### src/rtl/blk_c7d7dc.sv
// ---------------------------------------------------------------------------
// blk_c7d7dc -- AXI read-data tracker for the weight_s_sum memory-mapped port.
//
// Pairs AXI R beats with per-burst control entries ({INFO, LEN}) queued in a
// small FIFO. Beats are counted against the head entry's LEN; the final beat
// of a burst pops the entry, and if the entry is the last burst of a user
// request (INFO=1) the forwarded beat is tagged with out_DATA_LAST. Data is
// forwarded through one output register stage at one beat per clock.
//
// Ports:
//   clk, reset        clock; synchronous active-low reset (0 = reset)
//   clk_en            global enable, 0 freezes every register
//   in_CTRL_*         control entry push (INFO, LEN = beats-1, VALID)
//   out_CTRL_READY    control FIFO has room
//   in_R*             AXI R channel (RDATA, RLAST, RRESP, RVALID)
//   out_RREADY        AXI R ready
//   out_DATA*         user data stream (DATA, DATA_LAST, DATA_VALID)
//   in_DATA_READY     user sink ready
//   out_ERR           sticky flags: [0] RRESP error, [1] RLAST mismatch
// ---------------------------------------------------------------------------
module blk_c7d7dc #(
    parameter int DATA_WIDTH = 32,
    parameter int CTRL_DEPTH = 16
) (
    input  logic                  clk,
    input  logic                  reset,
    input  logic                  clk_en,
    input  logic                  in_CTRL_INFO,
    input  logic [7:0]            in_CTRL_LEN,
    input  logic                  in_CTRL_VALID,
    output logic                  out_CTRL_READY,
    input  logic [DATA_WIDTH-1:0] in_RDATA,
    input  logic                  in_RLAST,
    input  logic [1:0]            in_RRESP,
    input  logic                  in_RVALID,
    output logic                  out_RREADY,
    output logic [DATA_WIDTH-1:0] out_DATA,
    output logic                  out_DATA_LAST,
    output logic                  out_DATA_VALID,
    input  logic                  in_DATA_READY,
    output logic [1:0]            out_ERR
);

    localparam int PTR_W = (CTRL_DEPTH > 1) ? $clog2(CTRL_DEPTH) : 1;
    localparam int CNT_W = PTR_W + 1;
    localparam logic [CNT_W-1:0] DEPTH_CNT = CNT_W'(CTRL_DEPTH);

    // Control FIFO storage: entry = {INFO, LEN}. The head is read
    // combinationally so a new burst can start the cycle after the previous
    // one pops, keeping the stream bubble-free across burst boundaries.
    logic [8:0]            ctrl_mem [CTRL_DEPTH];
    logic [PTR_W-1:0]      wr_ptr_reg;
    logic [PTR_W-1:0]      rd_ptr_reg;
    logic [CNT_W-1:0]      count_reg;
    logic [CNT_W-1:0]      count_next;
    logic [7:0]            beat_cnt_reg;

    logic [DATA_WIDTH-1:0] data_reg;
    logic                  last_reg;
    logic                  valid_reg;
    logic [1:0]            err_reg;

    logic [8:0]            head;
    logic                  head_info;
    logic [7:0]            head_len;
    logic                  fifo_empty;
    logic                  fifo_full;
    logic                  push;
    logic                  beat_accept;
    logic                  beat_final;
    logic                  pop;

    assign head       = ctrl_mem[rd_ptr_reg];
    assign head_info  = head[8];
    assign head_len   = head[7:0];
    assign fifo_empty = (count_reg == '0);
    assign fifo_full  = (count_reg == DEPTH_CNT);

    // Readies are masked by reset so nothing handshakes while held in reset.
    assign out_CTRL_READY = clk_en & reset & ~fifo_full;
    assign out_RREADY     = clk_en & reset & ~fifo_empty &
                            (~valid_reg | in_DATA_READY);

    assign push        = in_CTRL_VALID & out_CTRL_READY;
    assign beat_accept = in_RVALID & out_RREADY;
    // Burst boundaries follow the control LEN, never the incoming RLAST.
    assign beat_final  = (beat_cnt_reg == head_len);
    assign pop         = beat_accept & beat_final;

    always_comb begin
        count_next = count_reg;
        case ({push, pop})
            2'b10:   count_next = count_reg + 1'b1;
            2'b01:   count_next = count_reg - 1'b1;
            default: count_next = count_reg;
        endcase
    end

    // Storage has no reset; only entries between the pointers are meaningful.
    always_ff @(posedge clk) begin
        if (push) begin
            ctrl_mem[wr_ptr_reg] <= {in_CTRL_INFO, in_CTRL_LEN};
        end
    end

    always_ff @(posedge clk) begin
        if (!reset) begin
            wr_ptr_reg   <= '0;
            rd_ptr_reg   <= '0;
            count_reg    <= '0;
            beat_cnt_reg <= '0;
            data_reg     <= '0;
            last_reg     <= 1'b0;
            valid_reg    <= 1'b0;
            err_reg      <= 2'b00;
        end else if (clk_en) begin
            // Pointers wrap naturally since CTRL_DEPTH is a power of two.
            if (push) begin
                wr_ptr_reg <= wr_ptr_reg + 1'b1;
            end
            if (pop) begin
                rd_ptr_reg <= rd_ptr_reg + 1'b1;
            end
            count_reg <= count_next;

            if (beat_accept) begin
                beat_cnt_reg <= beat_final ? 8'd0 : beat_cnt_reg + 8'd1;
            end

            // Output stage: load on accept (which also covers drain+accept in
            // the same cycle), otherwise release the held beat once taken.
            if (beat_accept) begin
                data_reg  <= in_RDATA;
                last_reg  <= beat_final & head_info;
                valid_reg <= 1'b1;
            end else if (in_DATA_READY) begin
                last_reg  <= 1'b0;
                valid_reg <= 1'b0;
            end

            if (beat_accept && (in_RRESP != 2'b00)) begin
                err_reg[0] <= 1'b1;
            end
            if (beat_accept && (in_RLAST != beat_final)) begin
                err_reg[1] <= 1'b1;
            end
        end
    end

    assign out_DATA       = data_reg;
    assign out_DATA_LAST  = last_reg;
    assign out_DATA_VALID = valid_reg;
    assign out_ERR        = err_reg;

endmodule
### config.mk
export PLATFORM = sky130hd
export DESIGN_NAME = blk_c7d7dc
export DESIGN_NICKNAME = d
export VERILOG_FILES = /design/src/rtl/blk_c7d7dc.sv
export SDC_FILE = /design/constraint.sdc
export NUM_CORES = 1
export LEC_CHECK = 0
export ABC_AREA = 0
export CORE_MARGIN = 5
export CORE_UTILIZATION = 56
export DETAILED_ROUTE_END_ITERATION = 8
export GPL_TIMING_DRIVEN = 0
export PLACE_DENSITY_LB_ADDON = 0.12
export SYNTH_ARGS = -nofsm -noshare
export SYNTH_HDL_FRONTEND = slang
export SYNTH_SLANG_ARGS = --single-unit
### constraint.sdc
create_clock -name clk -period 4.3 [get_ports clk]
set_input_delay 0.86 -clock clk [delete_from_list [all_inputs] [get_ports clk]]
set_output_delay 0.86 -clock clk [all_outputs]
set_load 0.005 [all_outputs]
Word-level counts from Yosys, hierarchy flattened
Memories as Yosys holds them, arrays and structs flattened. A register that Yosys moved wholly into a read port is not among the register bits.
Cells that the tools add are included.

cells by class
  div/mod/pow operators = 0
  shift-type cells = 0
  multiply operators = 0
  add/sub/neg operators = 5
  bitwise logic cells = 12
  muxes and demuxes = 9
  reduce and logical (&&, ||, !) cells = 13
  $lt $le $gt $ge = 0
  eq/ne operators = 5

operator list
  cell                 number
  $reduce_and 2->1     7
  $pmux 5 s2           1
  $add 4x1->4 const B  2
  $add 8x1->8 const B  1
  $and 1x1->1          8
  $eq 8x8->1           1
  $mux 4               2
  $mux 8               1
  $reduce_bool 2->1    3
  $add 5x1->5 const B  1
  $eq 5x5->1 const B   1
  $logic_not 5->1      1
  $mux 1               5
  $sub 5x1->5 const B  1
  $not 1->1            3
  $eq 2x1->1 const B   1
  $eq 2x2->1 const B   1
  $logic_and 1x1->1    2
  $ne 1x1->1           1
  $or 1x1->1           1

storage, ports and cells
  bits in latches = 0
  bits in registers = 57
  memory bits (read-only) = 0
  logic and storage cells = 54
  output and inout bits = 38
  bits in writable memories = 144
  memories kept = 1

memories
  name      depth  width  rd ports  clocked after memory_dff  wr ports  line  text
  ctrl_mem  16     9      1         1                         1         51    logic [8:0] ctrl_mem [CTRL_DEPTH];

Logic depth before layout (Yosys ltp)
Gate-level depths: netlist of the first run.

  word-level depth = 9
  gate-level depth with buffers = 20

Worst setup path after synthesis of the first run
OpenSTA, ideal clock, no wires.

  kind = register to register
  from = register with a tool-made name
  to = register count_reg[4]
  cell stages (with the launch flop) = 19
  data required time = 4,172 ps
  arrival time = 3,591 ps
  library setup time = 128 ps
  buffers on the path = 2
  slack = 581 ps
  cells stage by stage = dfxtp_1 > buf_6 > mux4_2 > xor2_1 > or4_4 > a211oi_2 > a41o_1 > and3_1 > buf_2 > ha_1 > inv_1 > fa_1 > inv_1 > a21o_1 > a21oi_1 > xnor2_1 > nand2_1 > xnor2_1 > nor2_1

RTL lines
  item                  line  text
  end signal, assigned  124   count_reg <= count_next;
  end, declared         54    logic [CNT_W-1:0] count_reg;

==> results of run 1 <==
routing by layer:
layer,GRT usage [%],vias to the layer above,wire length (um)
li1,-,2416,-
met4,6.11,0,307
met1,26.9,2563,7700
met5,0,-,0
met3,5.31,29,1270
met2,36.2,194,9370
through the flow:
stage	setup WS (ns)	power (W)	cell area, um^2	TNS, ns	cells
global route	0.0153	0.00420	10300	0	906
floorplan	0.581	0.00220	8340	0	592
global placement	-0.217	0.00228	9440	-0.217	863
detailed placement	-0.341	0.00228	9470	-0.429	864
finish	0.298	0.00406	10300	0	906
CTS	0.0361	0.00409	10200	0	903
power by group through the flow:
stage / Combinational (W) / Sequential [W] / Clock (W)
2_1_floorplan: 0.0000353 / 0.00216 / 0
3_3_place_gp: 0.000115 / 0.00216 / 0
3_5_place_dp: 0.000119 / 0.00216 / 0
4_1_cts: 0.000121 / 0.00212 / 0.00185
5_1_grt: 0.000132 / 0.00212 / 0.00195
6_report: 0.000122 / 0.00212 / 0.00182
timing repair:
action | 4_1_cts | 5_1_grt
pin swaps | 0 | 2
setup buffers | 0 | 3
endpoints found under the hold margin | 0 | 0
endpoints found under the setup margin | 1 | 2
resized for setup | 3 | 14
worst min-delay path by stage:
stage                                      to  cells after the start
global placement      out_ERR[0]$_SDFFE_PN0P_                      2
finish              out_DATA[24]$_SDFFE_PN0P_                      2
floorplan             out_ERR[0]$_SDFFE_PN0P_                      2
global route         out_DATA[0]$_SDFFE_PN0P_                      2
detailed placement  out_DATA[26]$_SDFFE_PN0P_                      2
CTS                 out_DATA[26]$_SDFFE_PN0P_                      2
cells by family (layout without fill, tap and decap cells):
kind of cell | count (synthesis) | count (layout) | share of synthesized area [%]
flip-flops | 205 | 205 | 66.5
multiplexers | 56 | 56 | 10.8
adder cells (fa/ha/maj) | 11 | 11 | 1.74
XOR/XNOR | 29 | 29 | 3.05
AO/OA/AOI/OAI | 80 | 80 | 6.21
buffers and inverters | 48 | 178 | 2.60
AND/OR/NAND/NOR | 163 | 163 | 9.14
layout make-up:
class	count	area, um^2
fillers	966	4310
clock inverters	12	110
repair buffers	91	901
plain buffers	36	180
clock buffers	27	591
inverters	12	45.0
flip-flops and latches	205	5550
multi-input cells	339	2680
well taps	184	230
placed cells by master, fill, tap and decap left out, types with 12 or more instances in the layout:
cell and count:
a21oi_1 41, dfxtp_1 61, nor2_1 27, xnor2_1 17, clkbuf_16 23, mux2i_1 20
edfxtp_1 144, clkdlybuf4s50_1 87, xor2_1 12, clkbuf_1 25, nand2_1 80, mux4_2 22
worst reg2reg max path, cell delays in order (launching register included):
cell	delay, ns
dfxtp_1	0.32
buf_6	0.17
mux4_2	0.55
xor2_1	0.16
or4_4	0.53
a211oi_4	0.29
a41o_1	0.18
and3_1	0.15
buf_2	0.21
ha_4	0.20
inv_1	0.06
fa_1	0.40
inv_1	0.07
a21o_1	0.10
a21oi_1	0.07
xnor2_1	0.13
nand2_1	0.08
xnor2_1	0.15
nor2_1	0.05
==> run metrics, run 1 <==
grt total ovfl 0; H-tree level count 1; area of the core 14,600 um^2; Setup-failing EPs final 0; VDD IR max 0.365 mV; Seq pwr share 52.3%; Detail Route Antenna Nets 0; number of synthesized flops with an enable pin 144; Final Hold Vio Count 0; minimum clock period 4.00 ns; relative slew slack 23.7%; Die Area 17,400 um^2; RSZ-0062 raised after global routing no; initial drt markers 325; Worst R2R End count_reg[4]$_SDFFE_PN0P_; fin. max-slew vios 0; vias in the first global route 5,331; post-detailed-route via-to-cell ratio 5.74; clock buffer depth 3; first-pass GRT wire length 29,100 um; Pint 0.00327 W; clock skew 0.00849 ns; outcome finished clean; ys flop type edfxtp_1; cell family with most CP delay simple AND/OR/NAND/NOR gates; die width 132 um; vias 5,202; top-count cell post-synth edfxtp_1; largest area contributor in the netlist edfxtp_1; CP max stage delay 0.55 ns; # IOs 88; Sw Share 19.5%; WP buf/inv 4; WS Path Type flop to flop; CTS Hold Buffers Added 0; Crit-path slowest cell mux4_2; Chip Height 132 um; mapped cell area 8340 um^2; largest net degree at the start of global routing 17; DRC 0; syn_area_per_cell 14.1 um^2; f_max 250 MHz; syn nets 653; Worst Hold Launch out_DATA[24]$_SDFFE_PN0P_; CP endpoint count_reg[4]$_SDFFE_PN0P_; combinational share of power 3.0%; n_diodes 0; Max Cap Viol 0; Power Density 395 nW/um^2; Final period util 93.1%; Skew-Pair Late Insertion Delay 0.49 ns; total wire length 18,600 um; Syn. warnings 0; Clk Tree Root Cell clkbuf_16; Final GP Congestion 0.804; cells on worst reg2reg path 18; NumNets Final 768; Levels on crit path 18; initial antenna violation count 0; WL per Instance 20.6 um; Clk pin slew, worst setup/hold paths 0.06 ns; CTS tree yes; overall routing resource usage 21.2%; WHS 0.455 ns; P_sw 0.000790 W; row cnt 44; fraction of registers with async set or reset after synthesis 0%; Buffers on Ports 87; crit path max fanout 7; final core occ 70.5%; top post-synthesis cells by area edfxtp_1 52%, dfxtp_1 15%, mux4_2 5.9%, nand2_1 3.6%, a21oi_1 2.5%; worst reg2reg setup slack 0.30 ns; max FFs per register 144; Area Overhead vs Synth 23.3%; Pre-antenna DRT Iters 4; Distinct cells, synth 55; synthesis-stage register bit count 205; TritonCTS Buffers 22; crit path cell chain buf_6 -> mux4_2 -> xor2_1 -> or4_4 -> a211oi_4 -> a41o_1 -> and3_1 -> buf_2 -> ha_4 -> inv_1 -> fa_1 -> inv_1 -> a21o_1 -> a21oi_1 -> xnor2_1 -> nand2_1 -> xnor2_1 -> nor2_1; clock share of power 44.7%; LEAKAGE 3.32 nW; Sink Count 205; Worst Path Arrival 4.36 ns; post-synthesis cell count 592; sequential element share of the synthesized area 66.5%; Post-synth top cells 144 x edfxtp_1, 81 x nand2_1, 61 x dfxtp_1; Final HPWL DP 12,700 um; crit end category flop; Worst Path Required 4.66 ns; Hold Path Class flop to flop; Worst-Margin Slew 1.14 ns; Initial Util 57.2%; share of the synthesized area in the top cell type 51.9%; layout cells sized above 1 14.3%; Critical Path Start Type flop
Note: power is estimated with default switching activity, not from simulation.
==> run 2: changes to the inputs <==
--- a/config.mk
+++ b/config.mk
@@ -6,6 +6,7 @@
 export NUM_CORES = 1
 export LEC_CHECK = 0
 export ABC_AREA = 0
+export ABC_CLOCK_PERIOD_IN_PS = 4300
 export CORE_MARGIN = 5
 export CORE_UTILIZATION = 56
 export DETAILED_ROUTE_END_ITERATION = 8
==> results of run 2 <==
No change in the layout: final DEF, timing and power equal those of run 1.
==> run 3: changes to the inputs <==
--- a/config.mk
+++ b/config.mk
@@ -11,7 +11,8 @@
 export CORE_UTILIZATION = 56
 export DETAILED_ROUTE_END_ITERATION = 8
 export GPL_TIMING_DRIVEN = 0
-export PLACE_DENSITY_LB_ADDON = 0.12
+export PLACE_DENSITY = 0.87
 export SYNTH_ARGS = -nofsm -noshare
 export SYNTH_HDL_FRONTEND = slang
 export SYNTH_SLANG_ARGS = --single-unit
+export TNS_END_PERCENT = 50
==> run 3 against run 2 <==
  * Total power down 2.8%
  * Cell count is 0.66% lower
  * Register-to-register slack is essentially flat
  * Utilization down 0.81 points
  * Cell area shrank 1.1%
  * Worst hold slack improved by 0.0011 ns
==> run metrics, run 3 (synthesis gave the netlist of run 1 again) <==
CTS Hold Buffers Added 0; VDD IR max 0.339 mV; Hold Path Stages 2; Worst-Margin Slew 1.17 ns; H-tree level count 1; max FFs per register 144; Hold Path Class flop to flop; worst reg2reg setup slack 0.28 ns; Max Cap Viol 0; crit path cell chain buf_6 -> mux4_2 -> xor2_1 -> or4_4 -> a211oi_4 -> a41o_1 -> and3_1 -> buf_2 -> ha_4 -> inv_1 -> fa_1 -> inv_1 -> a21o_1 -> a21oi_1 -> xnor2_1 -> nand2_1 -> xnor2_1 -> nor2_1; DRC 0; vias in the first global route 5,531; Hold Path Sink out_DATA[8]$_SDFFE_PN0P_; Sink Count 205; WL per Instance 21.1 um; WHS 0.456 ns; # IOs 88; first-pass GRT wire length 30,000 um; cells on worst reg2reg path 18; n_diodes 0; die width 132 um; total wire length 19,000 um; LEAKAGE 3.28 nW; Initial Util 57.2%; Clk Tree Root Cell clkbuf_16; RSZ-0062 raised after global routing no; clock buffer depth 3; Clk pin slew, worst setup/hold paths 0.07 ns; vias 5,333; cell family with most CP delay simple AND/OR/NAND/NOR gates; Post-CTS Setup Repair Bufs 0; CTS tree yes; Detail Route Antenna Nets 0; Worst R2R End count_reg[4]$_SDFFE_PN0P_; CP max stage delay 0.54 ns; area of the core 14,600 um^2; most frequent cells in the layout 144 x edfxtp_1, 87 x clkdlybuf4s50_1, 81 x nand2_1; most common cell after layout, fill and taps aside edfxtp_1; outcome finished clean; post-detailed-route via-to-cell ratio 5.93; WS Path Type flop to flop; Post-Place Cells 863; Cell Count, Final, Fillers Out 900; f_max 249 MHz; Skew-Pair Late Insertion Delay 0.50 ns; filler instances 888; Chip Height 132 um; Worst Hold Launch out_DATA[8]$_SDFFE_PN0P_; minimum clock period 4.02 ns; relative slew slack 21.5%; design area 10,200 um^2; Crit-path slowest cell or4_4; Setup-failing EPs final 0; Buffers on Ports 87; initial antenna violation count 0; Critical Path Start Type flop; initial drt markers 443; NumNets Final 763; Pre-antenna DRT Iters 5; Power Density 389 nW/um^2; Area Overhead vs Synth 21.9%; grt total ovfl 0; largest net degree at the start of global routing 17; Worst Path Required 4.66 ns; WP buf/inv 4; Setup TNS Final 0 ns; Worst Path Arrival 4.37 ns; fin. max-slew vios 0; Final period util 93.4%; overall routing resource usage 21.5%; row cnt 44; crit path max fanout 7; layout cells sized above 1 13.5%; TritonCTS Buffers 21; post_cts resized 3; area of placed instances 9460 um^2; clock skew 0.0142 ns; Final Hold Vio Count 0; crit end category flop; Final HPWL DP 12,700 um; Final GP Congestion 0.883; Die Area 17,400 um^2
[run 3: changes by cell type in the layout (fill, tap and decap cells not counted), moves of 2 or more]
cell	change
o22ai_1	+3
o22ai_2	-3
clkinvlp_2	-2
clkbuf_16	-2
buf_4	-5
clkbuf_1	-2
clkinv_1	-2
clkinv_2	+5
[run 3: where the power goes]
| group | total, W | internal [W] | switching, W |
|---|---|---|---|
| clock network | 0.00170 | 0.000977 | 0.000728 |
| registers | 0.00212 | 0.00212 | 0.00000439 |
| logic | 0.000122 | 0.0000599 | 0.0000622 |
[run 3: layout make-up]
type | instances | area (um^2) | share of cell area [%]
plain buffers | 36 | 186 | 1.83
multi-input cells | 339 | 2650 | 26.0
flip-flops and latches | 205 | 5550 | 54.6
well taps | 184 | 230 | 2.27
clock inverters | 12 | 88.8 | 0.874
clock buffers | 25 | 552 | 5.43
inverters | 12 | 45.0 | 0.443
repair buffers | 87 | 871 | 8.57
[run 3: worst max path at each step]
| stage | to | slack [ns] | depth (start not counted) |
|---|---|---|---|
| 3_5_place_dp | count_reg[4]$_SDFFE_PN0P_ | -0.14 | 20 |
| 6_report | count_reg[4]$_SDFFE_PN0P_ | 0.28 | 18 |
| 5_1_grt | count_reg[4]$_SDFFE_PN0P_ | 0.03 | 18 |
| 2_1_floorplan | count_reg[4]$_SDFFE_PN0P_ | 0.58 | 18 |
| 4_1_cts | count_reg[4]$_SDFFE_PN0P_ | 0.02 | 20 |
| 3_3_place_gp | count_reg[4]$_SDFFE_PN0P_ | -0.09 | 15 |
[run 3: per-stage QoR]
stage / total power [W] / worst slack, ns / utilization [%]
after floorplan: 0.00220 / 0.581 / -
after global placement: 0.00228 / -0.0944 / 64.7
after detailed placement: 0.00228 / -0.142 / 64.8
after CTS: 0.00397 / 0.0165 / 69.3
after global routing: 0.00405 / 0.0337 / 69.7
final: 0.00395 / 0.284 / 69.7
[run 3: worst register-to-register path: stages (launching register included)]
cell	delay (ns)
dfxtp_1	0.33
buf_6	0.17
mux4_2	0.53
xor2_1	0.16
or4_4	0.54
a211oi_4	0.31
a41o_1	0.19
and3_1	0.16
buf_2	0.21
ha_4	0.20
inv_1	0.05
fa_1	0.39
inv_1	0.07
a21o_1	0.10
a21oi_1	0.07
xnor2_1	0.13
nand2_1	0.08
xnor2_1	0.16
nor2_1	0.05
[run 3: metal layers]
layer | track usage [%] | part of all wire [%] | vias to the layer above
met5 | 0 | 0 | -
met4 | 6.80 | 2.9 | 0
met3 | 5.38 | 9.2 | 46
met2 | 35.7 | 47 | 268
met1 | 27.9 | 41 | 2612
li1 | - | - | 2407
